==> src/rtl/gh_pkg.sv <==
// Shared definitions for the guitar-hero lane engine: lane-index width,
// judge result encoding, default playfield geometry and a BCD helper.
package gh_pkg;

    // Width of a lane index; never zero so a 1-lane build still has a port.
    function automatic int lane_w(input int n);
        return (n > 1) ? $clog2(n) : 1;
    endfunction

    // Outcome of a button press in one lane.
    typedef enum logic [1:0] {
        JUDGE_NONE = 2'd0,
        JUDGE_HIT  = 2'd1,
        JUDGE_MISS = 2'd2
    } judge_e;

    localparam int GH_Y_MAX   = 480;
    localparam int GH_HIT_Y   = 400;
    localparam int GH_HIT_WIN = 16;

    // Packed 4-digit BCD increment that sticks at 9999.
    function automatic logic [15:0] bcd_inc_sat(input logic [15:0] v);
        logic [15:0] r;
        logic        c;
        r = v;
        c = 1'b1;
        if (v == 16'h9999) return v;
        for (int d = 0; d < 4; d++) begin
            if (c) begin
                if (r[4*d +: 4] == 4'd9) begin
                    r[4*d +: 4] = 4'd0;
                end else begin
                    r[4*d +: 4] = r[4*d +: 4] + 4'd1;
                    c = 1'b0;
                end
            end
        end
        return r;
    endfunction

endpackage

==> src/rtl/gh_lane.sv <==
// One lane of notes: slot allocation on spawn, per-frame advance with
// drop-out, and hit-window search on a press.
// Ports: i_clk/i_rst_n clock and async active-low reset; i_tick frame pulse;
//   i_press press edge for this lane; i_spawn accepted spawn for this lane;
//   o_ready a slot is free; o_valid/o_y slot state (registered);
//   o_hit/o_miss combinational judge of this cycle (registered by the top).
module gh_lane
    import gh_pkg::*;
#(
    parameter int SLOTS   = 4,
    parameter int Y_W     = 10,
    parameter int Y_MAX   = GH_Y_MAX,
    parameter int HIT_Y   = GH_HIT_Y,
    parameter int HIT_WIN = GH_HIT_WIN,
    parameter int SPEED   = 2
) (
    input  logic               i_clk,
    input  logic               i_rst_n,
    input  logic               i_tick,
    input  logic               i_press,
    input  logic               i_spawn,
    output logic               o_ready,
    output logic [SLOTS-1:0]   o_valid,
    output logic [SLOTS*Y_W-1:0] o_y,
    output logic               o_hit,
    output logic               o_miss
);

    localparam int WIN_LO = HIT_Y - HIT_WIN;
    localparam int WIN_HI = HIT_Y + HIT_WIN;

    logic [Y_W-1:0]   r_y [SLOTS];
    logic [SLOTS-1:0] r_valid;

    logic [SLOTS-1:0] w_free_oh;
    logic [SLOTS-1:0] w_hit_oh;
    logic [SLOTS-1:0] w_in_win;
    logic [SLOTS-1:0] w_drop;
    judge_e           w_judge;

    always_comb begin
        w_free_oh = '0;
        w_hit_oh  = '0;
        w_in_win  = '0;
        w_drop    = '0;
        for (int s = 0; s < SLOTS; s++) begin
            w_in_win[s] = r_valid[s]
                       && (int'(r_y[s]) >= WIN_LO)
                       && (int'(r_y[s]) <= WIN_HI);
        end
        // Scan high to low so the lowest index ends up selected.
        for (int s = SLOTS - 1; s >= 0; s--) begin
            if (!r_valid[s]) begin
                w_free_oh    = '0;
                w_free_oh[s] = 1'b1;
            end
            if (w_in_win[s]) begin
                w_hit_oh    = '0;
                w_hit_oh[s] = 1'b1;
            end
        end
        if (!i_press) w_hit_oh = '0;
        // A hit slot is removed, so it can never also drop out.
        for (int s = 0; s < SLOTS; s++) begin
            w_drop[s] = i_tick && r_valid[s] && !w_hit_oh[s]
                     && (int'(r_y[s]) + SPEED >= Y_MAX);
        end
        if (!i_press)        w_judge = JUDGE_NONE;
        else if (|w_hit_oh)  w_judge = JUDGE_HIT;
        else                 w_judge = JUDGE_MISS;
    end

    always_ff @(posedge i_clk or negedge i_rst_n) begin
        if (!i_rst_n) begin
            r_valid <= '0;
            for (int s = 0; s < SLOTS; s++) r_y[s] <= '0;
        end else begin
            for (int s = 0; s < SLOTS; s++) begin
                if (w_hit_oh[s] || w_drop[s]) begin
                    r_valid[s] <= 1'b0;
                    r_y[s]     <= '0;
                end else if (i_spawn && w_free_oh[s]) begin
                    r_valid[s] <= 1'b1;
                    r_y[s]     <= '0;
                end else if (i_tick && r_valid[s]) begin
                    r_y[s] <= r_y[s] + Y_W'(SPEED);
                end
            end
        end
    end

    always_comb begin
        o_y = '0;
        for (int s = 0; s < SLOTS; s++) o_y[s*Y_W +: Y_W] = r_y[s];
    end

    assign o_valid = r_valid;
    assign o_ready = ~&r_valid;
    assign o_hit   = (w_judge == JUDGE_HIT);
    assign o_miss  = (w_judge == JUDGE_MISS) || (|w_drop);

endmodule

==> src/rtl/gh_lane_engine.sv <==
// Guitar-hero game core: button synchronisers, N_LANES note lanes, and
// saturating score/combo. Optional macro GH_BCD_SCORE_EN makes Score BCD.
// Ports: ClkPort/RstN clock and async active-low reset; FrameTick frame pulse;
//   Btn raw button levels; SpawnValid/SpawnLane/SpawnReady spawn handshake;
//   NoteValid/NoteY flattened slot state; HitPulse/MissPulse per-lane pulses;
//   Score/Combo game counters. All outputs registered except SpawnReady.
module gh_lane_engine
    import gh_pkg::*;
#(
    parameter int N_LANES     = 4,
    parameter int SLOTS       = 4,
    parameter int Y_W         = 10,
    parameter int Y_MAX       = GH_Y_MAX,
    parameter int HIT_Y       = GH_HIT_Y,
    parameter int HIT_WIN     = GH_HIT_WIN,
    parameter int SPEED       = 2,
    parameter int SCORE_W     = 16,
    parameter int COMBO_W     = 8,
    parameter int BONUS_COMBO = 10
) (
    input  logic                         ClkPort,
    input  logic                         RstN,
    input  logic                         FrameTick,
    input  logic [N_LANES-1:0]           Btn,
    input  logic                         SpawnValid,
    input  logic [lane_w(N_LANES)-1:0]   SpawnLane,
    output logic                         SpawnReady,
    output logic [N_LANES*SLOTS-1:0]     NoteValid,
    output logic [N_LANES*SLOTS*Y_W-1:0] NoteY,
    output logic [N_LANES-1:0]           HitPulse,
    output logic [N_LANES-1:0]           MissPulse,
    output logic [SCORE_W-1:0]           Score,
    output logic [COMBO_W-1:0]           Combo
);

    localparam int ADD_W = $clog2(2 * N_LANES + 1);

`ifdef GH_BCD_SCORE_EN
    if (SCORE_W != 16) begin : g_bad_score_w
        $error("GH_BCD_SCORE_EN needs SCORE_W == 16");
    end
`endif

    logic [N_LANES-1:0] r_btn_s1;
    logic [N_LANES-1:0] r_btn_s2;
    logic [N_LANES-1:0] r_btn_d;
    logic [N_LANES-1:0] r_hit;
    logic [N_LANES-1:0] r_miss;
    logic [SCORE_W-1:0] r_score;
    logic [COMBO_W-1:0] r_combo;

    logic [N_LANES-1:0] w_press;
    logic [N_LANES-1:0] w_spawn;
    logic [N_LANES-1:0] w_ready;
    logic [N_LANES-1:0] w_hit;
    logic [N_LANES-1:0] w_miss;
    logic [ADD_W-1:0]   w_nhits;
    logic [ADD_W-1:0]   w_add;
    logic [SCORE_W-1:0] w_score_nxt;
    logic [COMBO_W-1:0] w_combo_nxt;

    assign w_press = r_btn_s2 & ~r_btn_d;

    assign SpawnReady = (int'(SpawnLane) < N_LANES) && w_ready[SpawnLane];

    always_comb begin
        w_spawn = '0;
        for (int l = 0; l < N_LANES; l++) begin
            w_spawn[l] = SpawnValid && SpawnReady && (int'(SpawnLane) == l);
        end
    end

    for (genvar l = 0; l < N_LANES; l++) begin : g_lane
        gh_lane #(
            .SLOTS   (SLOTS),
            .Y_W     (Y_W),
            .Y_MAX   (Y_MAX),
            .HIT_Y   (HIT_Y),
            .HIT_WIN (HIT_WIN),
            .SPEED   (SPEED)
        ) u_lane (
            .i_clk   (ClkPort),
            .i_rst_n (RstN),
            .i_tick  (FrameTick),
            .i_press (w_press[l]),
            .i_spawn (w_spawn[l]),
            .o_ready (w_ready[l]),
            .o_valid (NoteValid[l*SLOTS +: SLOTS]),
            .o_y     (NoteY[l*SLOTS*Y_W +: SLOTS*Y_W]),
            .o_hit   (w_hit[l]),
            .o_miss  (w_miss[l])
        );
    end

    // Every hit this cycle is worth the same, judged on the pre-cycle combo.
    always_comb begin
        logic [SCORE_W:0] v_sum;
        logic [COMBO_W:0] v_csum;
        logic [15:0]      v_bcd;
        w_nhits = '0;
        for (int l = 0; l < N_LANES; l++) w_nhits = w_nhits + ADD_W'(w_hit[l]);
        w_add = (int'(r_combo) >= BONUS_COMBO) ? (w_nhits << 1) : w_nhits;

        v_sum = {1'b0, r_score} + (SCORE_W+1)'(w_add);
        v_bcd = 16'(r_score);
`ifdef GH_BCD_SCORE_EN
        for (int i = 0; i < 2 * N_LANES; i++) begin
            if (i < int'(w_add)) v_bcd = bcd_inc_sat(v_bcd);
        end
        w_score_nxt = SCORE_W'(v_bcd);
`else
        w_score_nxt = v_sum[SCORE_W] ? '1 : v_sum[SCORE_W-1:0];
`endif

        v_csum = {1'b0, r_combo} + (COMBO_W+1)'(w_nhits);
        if (|w_miss)             w_combo_nxt = '0;
        else if (v_csum[COMBO_W]) w_combo_nxt = '1;
        else                     w_combo_nxt = v_csum[COMBO_W-1:0];
    end

    always_ff @(posedge ClkPort or negedge RstN) begin
        if (!RstN) begin
            r_btn_s1 <= '0;
            r_btn_s2 <= '0;
            r_btn_d  <= '0;
            r_hit    <= '0;
            r_miss   <= '0;
            r_score  <= '0;
            r_combo  <= '0;
        end else begin
            r_btn_s1 <= Btn;
            r_btn_s2 <= r_btn_s1;
            r_btn_d  <= r_btn_s2;
            r_hit    <= w_hit;
            r_miss   <= w_miss;
            r_score  <= w_score_nxt;
            r_combo  <= w_combo_nxt;
        end
    end

    assign HitPulse  = r_hit;
    assign MissPulse = r_miss;
    assign Score     = r_score;
    assign Combo     = r_combo;

endmodule

==> config.mk <==
export PLATFORM = sky130hd
export DESIGN_NAME = gh_lane_engine
export DESIGN_NICKNAME = d
export VERILOG_FILES = /design/src/rtl/gh_pkg.sv /design/src/rtl/gh_lane.sv /design/src/rtl/gh_lane_engine.sv
export SDC_FILE = /design/constraint.sdc
export NUM_CORES = 1
export LEC_CHECK = 0
export ABC_AREA = 1
export BUFFER_PORTS_ARGS = -buffer_cell sky130_fd_sc_hd__buf_2
export CAP_MARGIN = 20
export CORE_MARGIN = 2
export CORE_UTILIZATION = 30
export DETAILED_ROUTE_END_ITERATION = 8
export GPL_TIMING_DRIVEN = 1
export SETUP_SLACK_MARGIN = 0.02
export SYNTH_ARGS = -nofsm -noshare
export SYNTH_HDL_FRONTEND = slang
export SYNTH_SLANG_ARGS = --single-unit
==> constraint.sdc <==
create_clock -name ClkPort -period 4.69 [get_ports ClkPort]
set_input_delay 0.469 -clock ClkPort [delete_from_list [all_inputs] [get_ports ClkPort]]
set_output_delay 0.469 -clock ClkPort [all_outputs]
set_load 0.01 [all_outputs]
# After elaboration in Yosys (flattened, before gate mapping)
# Cells that the tools add are included.
# word_totals
regBits	220
out_inout_bits	209
# classes
addsub	37
magnitude_cmp	50
n_eq_ne	11
muxes	130
bitwise	2
n_reduce_logical	187
# op_table
op	count
greater-or-equal comparator 32 x 10 -> 1 bit, second input constant	16
2-to-1 mux 10 bit	48
adder 10 x 2 -> 11 bit, second input constant	16
adder 10 x 2 -> 10 bit, second input constant	16
greater-or-equal comparator 10 x 9 -> 1 bit, second input constant	16
less-or-equal comparator 10 x 9 -> 1 bit, second input constant	16
2-to-1 mux 4 bit	37
logical AND 1 bit	101
nonzero test 3 bit	16
OR reduction 4 bit	9
2-to-1 mux 1 bit	33
nonzero test 2 bit	16
logical NOT 1 bit	20
logical OR 1 bit	20
adder 16 x 4 -> 17 bit	1
2-to-1 mux 16 bit	1
2-to-1 mux 2 bit	8
2-to-1 mux 8 bit	2
AND reduction 4 bit	4
equality test 2 bit, second input constant	6
equality test 2 x 1 -> 1 bit, second input constant	5
adder 8 x 4 -> 9 bit	1
greater-or-equal comparator 8 x 4 -> 1 bit, second input constant	1
adder 3 x 1 -> 4 bit	1
7 further kinds	7

# Longest topological paths before layout
# Gate-level depths: netlist of run 1.
# logic_depth
depth_word	18
depth_mapped	28
mapped_depth_nobuf	28

# Modules after synthesis
# From an unflattened synthesis of run 1, not the netlist that was laid out.
# unflattened
cells_unflattened	1999
area_unflattened_um2	13995.9
# modules_own_cells
mod	instances	cells_each	area_per_inst_um2
gh_lane	4	435	2940.3
gh_lane_engine	1	259	2234.6

# Least setup slack after synthesis of run 1
# No wires, ideal clock.
# synth_timing
path_kind	register to register
from	register g_lane[3].u_lane.r_y (netlist bit g_lane[3].u_lane.o_y[1])
to	register r_score[14] (netlist: Score[14])
setup_time_ns	0.124
arrival_ns	4.293
setup_slack_ns	0.272
stages_incl_launch_ff	27
path_buffers	0
path_cell_list	dfrtp_1 > inv_1 > ha_1 > nand3_1 > nand2_1 > a21oi_1 > inv_1 > o211ai_1 > nor2_1 > fa_1 > inv_1 > ha_1 > ha_1 > inv_1 > o21ai_0 > inv_1 > fa_1 > nand3b_1 > and2_1 > inv_1 > nand2_1 > nor2_1 > inv_1 > nor2_1 > nand3_1 > nor3_1 > a21oi_1
# synth_between
elab_chain_len	13
# synth_rtl
element	line_no	text
start: declaration	gh_lane.sv:32	logic [Y_W-1:0] r_y [SLOTS];
start signal: indexed assignment	gh_lane.sv:86	r_y[s] <= r_y[s] + Y_W'(SPEED);
greater-or-equal comparator 10 x 9 -> 1 bit	gh_lane.sv:48	&& (int'(r_y[s]) >= WIN_LO)
logical AND 1 bit	gh_lane.sv:48	
logical AND 1 bit *	gh_lane.sv:49	&& (int'(r_y[s]) <= WIN_HI);
2-to-1 mux 4 bit *	gh_lane.sv:57	if (w_in_win[s]) begin
2-to-1 mux 4 bit *	gh_lane.sv:62	if (!i_press) w_hit_oh = '0;
OR reduction 4 bit *	gh_lane.sv:69	else if (|w_hit_oh) w_judge = JUDGE_HIT;
2-to-1 mux 2 bit *	gh_lane.sv:69	
2-to-1 mux 2 bit *	gh_lane.sv:68	if (!i_press) w_judge = JUDGE_NONE;
equality test 2 x 1 -> 1 bit *	gh_lane.sv:99	assign o_hit = (w_judge == JUDGE_HIT);
adder 3 x 1 -> 4 bit *	gh_lane_engine.sv:101	for (int l = 0; l < N_LANES; l++) w_nhits = w_nhits + ADD_W'(w_hit[l]);
2-to-1 mux 4 bit *	gh_lane_engine.sv:102	w_add = (int'(r_combo) >= BONUS_COMBO) ? (w_nhits << 1) : w_nhits;
adder 16 x 4 -> 17 bit *	gh_lane_engine.sv:104	v_sum = {1'b0, r_score} + (SCORE_W+1)'(w_add);
2-to-1 mux 16 bit *	gh_lane_engine.sv:112	w_score_nxt = v_sum[SCORE_W] ? '1 : v_sum[SCORE_W-1:0];
via w_score_nxt[14]	gh_lane_engine.sv:59	logic [SCORE_W-1:0] w_score_nxt;
end signal: assignment	gh_lane_engine.sv:136	r_score <= w_score_nxt;
end: declaration	gh_lane_engine.sv:49	logic [SCORE_W-1:0] r_score;
# Mark *: on every way through the listed nets, which the timed path passes. The rest lies on a longest branch.
# A chain may end at the register's enable or synchronous reset.

# Worst setup path after layout of run 1
# layout_timing
from	register g_lane[3].u_lane.r_y (netlist bit g_lane[3].u_lane.o_y[12])
to	register r_score[13] (netlist: Score[13])
# layout_between
elab_chain_len	14
# layout_rtl
element	line_no
greater-or-equal comparator 10 x 9 -> 1 bit	gh_lane.sv:48
logical AND 1 bit	gh_lane.sv:48
logical AND 1 bit *	gh_lane.sv:49
2-to-1 mux 4 bit * (2 in a row)	gh_lane.sv:57
2-to-1 mux 4 bit *	gh_lane.sv:62
OR reduction 4 bit *	gh_lane.sv:69
2-to-1 mux 2 bit *	gh_lane.sv:69
2-to-1 mux 2 bit *	gh_lane.sv:68
equality test 2 x 1 -> 1 bit *	gh_lane.sv:99
adder 3 x 1 -> 4 bit *	gh_lane_engine.sv:101
2-to-1 mux 4 bit *	gh_lane_engine.sv:102
adder 16 x 4 -> 17 bit *	gh_lane_engine.sv:104
2-to-1 mux 16 bit *	gh_lane_engine.sv:112
via w_score_nxt[13]	gh_lane_engine.sv:59
# Marked as above.

==> impl_metrics.ini, run 1 <==
[sta]
setup_violations = 0
slew_violations = 0
post-route-period-util_pct = 94.5
max-slew-margin-rel_pct = 36.1
fmax_ghz = 0.226
fin_skew_ns = 0.0146
fin_crit_ns = 4.43
finalHoldViolCount = 1
holdWs_ns = -0.00685
worst_slew_pin_slew_ns = 0.951

[power]
peakVddDrop_v = 0.000398
p_int_mw = 5.10
power_frac_clock_pct = 25.3
combPwrFrac_pct = 40.7
p_switching_mw = 3.73
total_power_mw = 8.82
power_density_nw_per_um2 = 576
seq_power_share_pct = 34.0
p_leak_nw = 7.91
p_sw_share_pct = 42.2

[route]
drc = 0
drt-total-wl_mm = 35.6
viasPerCell = 4.68
post_drt_wl_per_cell_um = 14.2
routedLengthMet1_mm = 16.4
vias = 11800
drtAntennaViolNets = 0
highest_layer = met4
drtPass1Iterations = 5
wl_met2_mm = 16.1
met3_length_mm = 2.24
drt_iter0_drc = 725

[setup_path]
worstPathMaxFanout = 5
r2r-end = Score[13]
cp-end-kind = flip-flop
path_class = reg2reg
worstPathRequired_ns = 5.15
critPathMaxStageDelay_ns = 0.42
cp-startpoint = g_lane[3].u_lane.o_y[12]
slowest_stage = fa_1
arrival_ns = 4.90
reg2reg_from = g_lane[3].u_lane.o_y[12]
crit_path_frequent_cell = nand2_1
rr_worst_depth = 30
endpoint = Score[13]
start_kind = flip-flop
rrSetupSlack_ns = 0.26

[clock_network]
cts_buffers = 28
cts-htree-levels = 1
path_clk_slew_ns = 0.05
tritoncts = built
root_buffer = clkbuf_16
cts.sinks = 204
clkLatencyLatePin_ns = 0.55
clockBufferDepth = 3

[placement]
io_buffer_count = 202
dp_cells = 2457
hpwl_mm = 26.3
place.gp.congestion = 0.893

[logic_synthesis]
synth_top_family_by_area = simple AND/OR/NAND/NOR gates
synth_mux_area_share_pct = 0
yosys.area.top_type = dfrtp_1
netlist_area_um2 = 12300
synth_edf_count = 0
yosysSeqAreaShare_pct = 41.4
synthXorXnorAreaFrac_pct = 5.33
yosys.area_share.simple_pct = 32.2
yosysWarnings = 0
syn-instance-count = 1692
synth_seq_cells = 204
synth_compound_area_share_pct = 8.30
synthAdderAreaFrac_pct = 4.65
ys_types = 42
ys_top_cells_by_area = dfrtp_1, nand2_1, nor2_1, inv_1, nand3_1
syn_area_per_cell_um2 = 7.29
yosysTopAreaCellShare_pct = 41.4
async_flop_share_pct = 100
synth_flop_cell = dfrtp_1

[die]
rows = 74
die_height_um = 207
die_x_um = 207
pin_count = 219
initial_core_util_pct = 30.3
core_area_um2 = 40700
die_area_um2 = 42700

[run_status]
status = finished, violations left
violations = hold timing

[final_layout]
drive_gt1_share_pct = 17.2
area_delta_synth_final_pct = 24.3
instances_no_fill = 2514
nFillCells = 4297
fin_nets = 2014
final_common_cell = nand2_1
layout_common_cells = nand2_1, nor2_1, inv_1, dfrtp_1, buf_2

[flow_run]
maxCapViolations = 0

[global_route]
antenna_found_initial = 0
grt_overflow = 0
grt_pass1_vias = 10900
grt_pass1_wl_mm = 56.3
grt_max_degree = 116
grt_usage_pct = 16.3

[hold_path]
worst_hold_path_type = in2async
-- Yosys cell counts, types with 4 or more instances --
cell type / instances
nor2_1: 305
xor2_1: 60
nand3_1: 121
a21oi_1: 49
or2_2: 4
o21ai_0: 106
clkbuf_1: 4
a31oi_1: 7
nand2_1: 399
nor3_1: 47
o21bai_4: 4
nand3b_1: 10
ha_1: 41
xnor2_1: 15
dfrtp_1: 204
inv_1: 217
nand4_1: 30
o21bai_1: 4
nand2_2: 8
buf_4: 16
clkinv_1: 4
-- metrics by stage --
step	cell area (um2)	setup slack [ns]	utilization (%)	setup TNS [ns]
2_1_floorplan	12400	0.272	-	0
3_3_place_gp	14200	0.0512	34.9	0
3_5_place_dp	14200	0.0237	34.9	0
4_1_cts	15200	0.0412	37.3	0
5_1_grt	15300	-0.0216	37.6	-0.0216
6_report	15300	0.259	37.6	0
-- cell type report --
type	count	area, um2	share of cell area (%)
clock buffers	40	837	5.46
inverters	222	836	5.45
well taps	532	666	4.34
clock inverters	11	135	0.882
flip-flops and latches	204	5100	33.3
multi-input cells	1257	6370	41.6
repair buffers	247	1370	8.97
diodes	1	2.50	0.0163
-- per-layer routing --
metal	vias to the layer above	GRT usage [%]
li1	5916	-
met1	5541	22.1
met2	263	26.4
met3	53	3.25
met4	0	4.69
met5	-	0
-- cells by family (layout without fill, tap and decap cells) --
kind of cell	count (synthesis)	count (layout)
compound gates	183	183
xor+xnor	75	75
fa+ha+maj	44	44
buf+inv	246	520
flops	204	204
other cells	1	17
simple gates	939	939
-- worst min path at each step --
stage                start                        to  slack (ns)  depth (start not counted)
6_report              RstN  g_lane[0].u_lane.o_y[23]      -0.007                          1
5_1_grt             Btn[3]               r_btn_s1[3]       0.004                          1
3_3_place_gp   r_btn_s1[2]               r_btn_s2[2]        0.34                          0
3_5_place_dp   r_btn_s1[2]               r_btn_s2[2]        0.33                          0
4_1_cts             Btn[3]               r_btn_s1[3]      0.0008                          1
2_1_floorplan         RstN                  Combo[0]        0.17                          0
-- power groups by stage --
stage	registers, mW	clock network, mW	logic (mW)
after floorplan	3.20	0	1.86
after CTS	2.98	2.31	3.62
final	3.00	2.23	3.59
after global routing	3.09	2.39	4.11
after detailed placement	3.01	0	3.60
after global placement	2.98	0	3.55
-- critical path, delay by kind of cell, from the launching register on --
family,cells,cell delay [ns]
compound gates,5,0.57
fa+ha+maj,5,1.32
buf+inv,7,0.72
flops,1,0.38
simple gates,13,1.34
-- registers in the layout (all words and copies together), names as in the netlist --
signal,cells
r_btn_s1,4
r_btn_s2,4
Score,16
r_btn_d,4
HitPulse,4
MissPulse,4
g_lane.u_lane.o_valid,16
Combo,8
g_lane.u_lane.o_y,144
-- timing repair --
action / CTS / global route
hold endpoints to repair: 1 / 0
gates resized for setup: 1 / 24
pin swaps: 0 / 9
setup endpoints to repair: 2 / 9
hold buffers: 1 / 0
buffers inserted: 0 / 4
Power figures use the tool's default switching activity.
==> run 2, diff against run 1 <==
- CAP_MARGIN: 20 -> default
- CTS_BUF_LIST: default -> sky130_fd_sc_hd__clkbuf_16
==> run 2 against run 1 <==
Effect of this change: the run still ends with hold timing left; non-clock buffer count unchanged; global-route usage about the same; sequential cell count unchanged; worst setup slack got worse by 0.011 ns; sequential share of layout area increased by 0.15 points; clock power decreased by 5%; die area unchanged; first-iteration DRC count decreased by 3.0%; register-to-register slack about the same; cell area decreased by 0.44%; cell count about the same; critical endpoint unchanged; largest cell class unchanged.
==> impl_metrics.ini, run 2 (same netlist as run 1, synthesis figures left out) <==
[route]
drtPass1Iterations = 5
vias = 11700
post_drt_wl_per_cell_um = 14.1
drc = 0
viasPerCell = 4.67
drtAntennaViolNets = 0
drt-total-wl_mm = 35.5
drt_iter0_drc = 703

[global_route]
grt_pass1_wl_mm = 56.2
grt_usage_pct = 16.3
grt_overflow = 0
grt_max_degree = 116
antenna_found_initial = 0
grt_pass1_vias = 10900

[final_layout]
post-route-cell-area_um2 = 15300
fin_nets = 2014
drive_gt1_share_pct = 16.8
largest_register_ffs = 144
final_common_cell = nand2_1
layout_common_cells = nand2_1, nor2_1, inv_1, dfrtp_1, buf_2
area_delta_synth_final_pct = 23.8
nFillCells = 4304

[clock_network]
root_buffer = clkbuf_16
cts-htree-levels = 1
clkLatencyLatePin_ns = 0.55
tritoncts = built
clockBufferDepth = 3
cts_buffers = 28
path_clk_slew_ns = 0.05
cts.sinks = 204

[die]
die_height_um = 207
core_area_um2 = 40700
initial_core_util_pct = 30.3
pin_count = 219
rows = 74
die_x_um = 207
die_area_um2 = 42700

[placement]
io_buffer_count = 202
placed_area_um2 = 14200
pre_cts_slack_ns = 0.0237
place.gp.congestion = 0.893
hpwl_mm = 26.3

[setup_path]
worstPathMaxFanout = 5
worstPathRequired_ns = 5.15
critPathMaxStageDelay_ns = 0.42
slowest_stage = fa_1
path_class = reg2reg
crit_path_frequent_cell = nand2_1
cp-end-kind = flip-flop
start_kind = flip-flop
rr_worst_depth = 30
reg2reg_from = g_lane[3].u_lane.o_y[12]
r2r-end = Score[13]
arrival_ns = 4.91
rrSetupSlack_ns = 0.25

[run_status]
status = finished, violations left
violations = hold timing

[hold_path]
worst_hold_path_type = in2async

[power]
power_density_nw_per_um2 = 570
p_leak_nw = 7.89
total_power_mw = 8.70
peakVddDrop_v = 0.000391

[sta]
tns_ns = 0
finalHoldViolCount = 1
worst_slew_pin_slew_ns = 0.927
slew_violations = 0
post-route-period-util_pct = 94.7
holdWs_ns = -0.00800
max-slew-margin-rel_pct = 37.8
fin_skew_ns = 0.00938
setup_ws_ns = 0.248
fin_crit_ns = 4.44
setup_violations = 0
fmax_ghz = 0.225

[flow_run]
maxCapViolations = 0
run 2: cell count changes in the layout (fill, tap and decap cells not counted):
cell | before | now
clkbuf_1 | 4 | 0
clkbuf_8 | 7 | 0
clkinv_1 | 4 | 11
diode_2 | 1 | 2
inv_1 | 215 | 219
run 2: metrics by stage:
step | utilization, % | hold slack [ns] | instances
2_1_floorplan | - | 0.173 | 1707
6_report | 37.4 | -0.00800 | 2515
3_3_place_gp | 34.9 | 0.335 | 2457
5_1_grt | 37.4 | 0.00355 | 2513
4_1_cts | 37.2 | 0.000796 | 2509
3_5_place_dp | 34.9 | 0.335 | 2457
run 2: layout make-up:
cell class | count | area (um2) | share of cell area (%)
timing repair buffer | 247 | 1370 | 9.01
tap | 532 | 666 | 4.36
multi-input combinational | 1257 | 6370 | 41.7
sequential | 204 | 5100 | 33.5
antenna | 2 | 5.00 | 0.0328
clock buffer | 29 | 726 | 4.76
clock inverter | 22 | 176 | 1.16
inverter | 222 | 836 | 5.48
run 2: worst max-delay path by stage:
stage,start,to,slack [ns],depth (start not counted)
2_1_floorplan,g_lane[3].u_lane.o_y[1],Score[14],0.27,26
3_3_place_gp,g_lane[3].u_lane.o_y[11],Score[14],0.05,29
3_5_place_dp,g_lane[3].u_lane.o_y[11],Score[14],0.02,29
4_1_cts,g_lane[3].u_lane.o_y[1],Score[13],0.04,28
5_1_grt,g_lane[3].u_lane.o_y[11],Score[14],-0.02,30
6_report,g_lane[3].u_lane.o_y[12],Score[13],0.25,30
run 2: critical path: cells and delay by family, from the launching register on:
family / cells / cell delay, ns
compound gates: 5 / 0.57
fa+ha+maj: 5 / 1.32
buf+inv: 7 / 0.72
flops: 1 / 0.38
simple gates: 13 / 1.34
run 2: power breakdown:
| part | leakage (nW) | switching (mW) | internal, mW |
|---|---|---|---|
| clock | 0.456 | 0.841 | 1.27 |
| sequential | 2.55 | 0.670 | 2.33 |
| combinational | 4.88 | 2.22 | 1.38 |
run 2: routing by layer:
metal	vias to the layer above	track usage, %	share of wire [%]
li1	5921	-	-
met1	5497	22.1	46
met2	271	26.4	45
met3	53	3.22	6.0
met4	0	4.71	2.3
met5	-	0	0
run 2: what timing repair did:
item | in CTS | in global routing
resized for setup | 1 | 24
pin swaps | 0 | 9
hold buffers | 1 | 0
buffers inserted | 0 | 4
endpoints found under the setup margin | 2 | 9
endpoints found under the hold margin | 1 | 0
==> run 3, diff against run 2 <==
- BUFFER_PORTS_ARGS: -buffer_cell sky130_fd_sc_hd__buf_2 -> default
- DONT_BUFFER_PORTS: default -> 1
==> run 3 against run 2 <==
Effect of this change: the flow still finishes with violations (hold timing); cell area shrank 4.2%; count of clock-buffer cells in the layout fell by 2; wire length fell by 1.1%; critical endpoint is now Score[14].
==> impl_metrics.ini, run 3 (same netlist as run 1, synthesis figures left out) <==
[power]
seq_power_share_pct = 34.9
power_density_nw_per_um2 = 569
peakVddDrop_v = 0.000301
combPwrFrac_pct = 42.7
p_leak_nw = 7.27
power_frac_clock_pct = 22.4
p_int_mw = 4.74
p_switching_mw = 3.58
p_sw_share_pct = 43.1

[route]
drtAntennaViolNets = 0
vias = 11300
post_drt_wl_per_cell_um = 14.7
drc = 0
drt-total-wl_mm = 35.1
viasPerCell = 4.76
drt_iter0_drc = 807
drtPass1Iterations = 5

[sta]
tns_ns = 0
fmax_ghz = 0.228
post-route-period-util_pct = 93.7
holdWs_ns = -0.356
fin_crit_ns = 4.39
finalHoldViolCount = 204
max-slew-margin-rel_pct = 30.0
setup_violations = 0
fin_skew_ns = 0.0189
slew_violations = 0
worst_slew_pin_slew_ns = 1.04

[final_layout]
final_common_cell = nand2_1
utilization_pct = 35.9
nFillCells = 4259
seq_area_um2 = 5100
multi_input_area_um2 = 6320
area_delta_synth_final_pct = 18.6
instances_no_fill = 2382
fin_nets = 1886
largest_register_ffs = 144
layout_common_cells = nand2_1, nor2_1, inv_1, dfrtp_1, nand3_1
drive_gt1_share_pct = 10.0

[die]
die_x_um = 207
rows = 74
pin_count = 219
initial_core_util_pct = 30.3
die_area_um2 = 42700
core_area_um2 = 40700
die_height_um = 207

[clock_network]
tritoncts = built
clockBufferDepth = 3
path_clk_slew_ns = 0.06
holdBufCountCts = 4
root_buffer = clkbuf_16
cts.sinks = 204
cts_buffers = 26
cts-htree-levels = 1
clkLatencyLatePin_ns = 0.54

[global_route]
grt_overflow = 0
grt_usage_pct = 16.1
grt_pass1_wl_mm = 55.5
antenna_found_initial = 1
grt_pass1_vias = 10500
grt_max_degree = 205

[setup_path]
critPathMaxStageDelay_ns = 0.51
start_kind = flip-flop
path_class = reg2reg
worstPathMaxFanout = 5
slowest_stage = fa_1
arrival_ns = 4.82
worstPathRequired_ns = 5.11
cp-end-kind = flip-flop

[placement]
place.gp.congestion = 0.856
dp_cells = 2325
hpwl_mm = 26.1
io_buffer_count = 0

[flow_run]
maxCapViolations = 0

[run_status]
status = finished, violations left
violations = hold timing

[hold_path]
worst_hold_path_type = in2async
-- run 3: changes by cell type in the layout (fill, tap and decap cells not counted), moves of 3 or more --
cell           before  now
buf_2             201    0
buf_4              43  117
nand3_1           116  120
nand3_2             7    3
clkinv_2            6    3
dlygate4sd3_1       1    4
nand2_1           396  399
nand2_2            11    8
-- run 3: final timing paths --
path,slack (ns),cells past startpoint,startpoint,end
max,0.30,30,g_lane[3].u_lane.o_y[11],Score[14]
min,-0.36,0,RstN,g_lane[0].u_lane.o_y[24]
max reg2reg,0.30,30,g_lane[3].u_lane.o_y[11],Score[14]
min reg2reg,0.35,0,r_btn_s1[0],r_btn_s2[0]
max in group asynchronous,4.80,0,RstN,g_lane[1].u_lane.o_valid[0]
min in group ClkPort,0.18,2,SpawnValid,g_lane[3].u_lane.o_valid[0]
-- run 3: final cells by class --
type	count	area share, %
multi-input cells	1257	43.2
flip-flops and latches	204	34.9
repair buffers	121	6.28
inverters	222	5.72
clock buffers	27	4.62
well taps	532	4.55
clock inverters	17	0.668
diodes	2	0.0342
-- run 3: what timing repair did --
item                       4_1_cts  5_1_grt
buffers inserted                 0        7
setup endpoints to repair        2       15
hold endpoints to repair       208      204
pin swaps                        0        4
gates cloned                     0        0
resized for setup                2       11
-- run 3: metal layers --
metal  track usage (%)  vias to the layer above  part of all wire [%]
met5                 0                        -                     0
met4              5.90                        0                   3.3
met2              25.2                      294                    44
met3              5.23                       62                   9.1
li1                  -                     5651                     -
met1              20.9                     5339                    44
-- run 3: critical path, delay by kind of cell, from the launching register on --
kind                     cells  cell delay [ns]
buffers and inverters        7             0.69
AO/OA/AOI/OAI                4             0.35
adder cells (fa/ha/maj)      5             1.52
AND/OR/NAND/NOR             14             1.35
flip-flops                   1             0.35
-- run 3: per-stage QoR --
stage	power, mW	worst slack [ns]	instance area [um2]	hold WS (ns)
after floorplan	5.07	0.272	12400	0.173
after global placement	6.39	0.00408	13700	0.184
after detailed placement	6.47	0.000154	13700	0.184
after CTS	8.40	0.0512	14500	-0.398
after global routing	9.05	-0.0151	14600	-0.394
final	8.32	0.296	14600	-0.356
-- run 3: power groups by stage --
stage               clock, mW  combinational (mW)  sequential (mW)
floorplan                   0                1.86             3.20
global placement            0                3.47             2.92
detailed placement          0                3.55             2.93
CTS                      1.93                3.57             2.90
global route             2.01                4.06             2.99
finish                   1.87                3.55             2.90
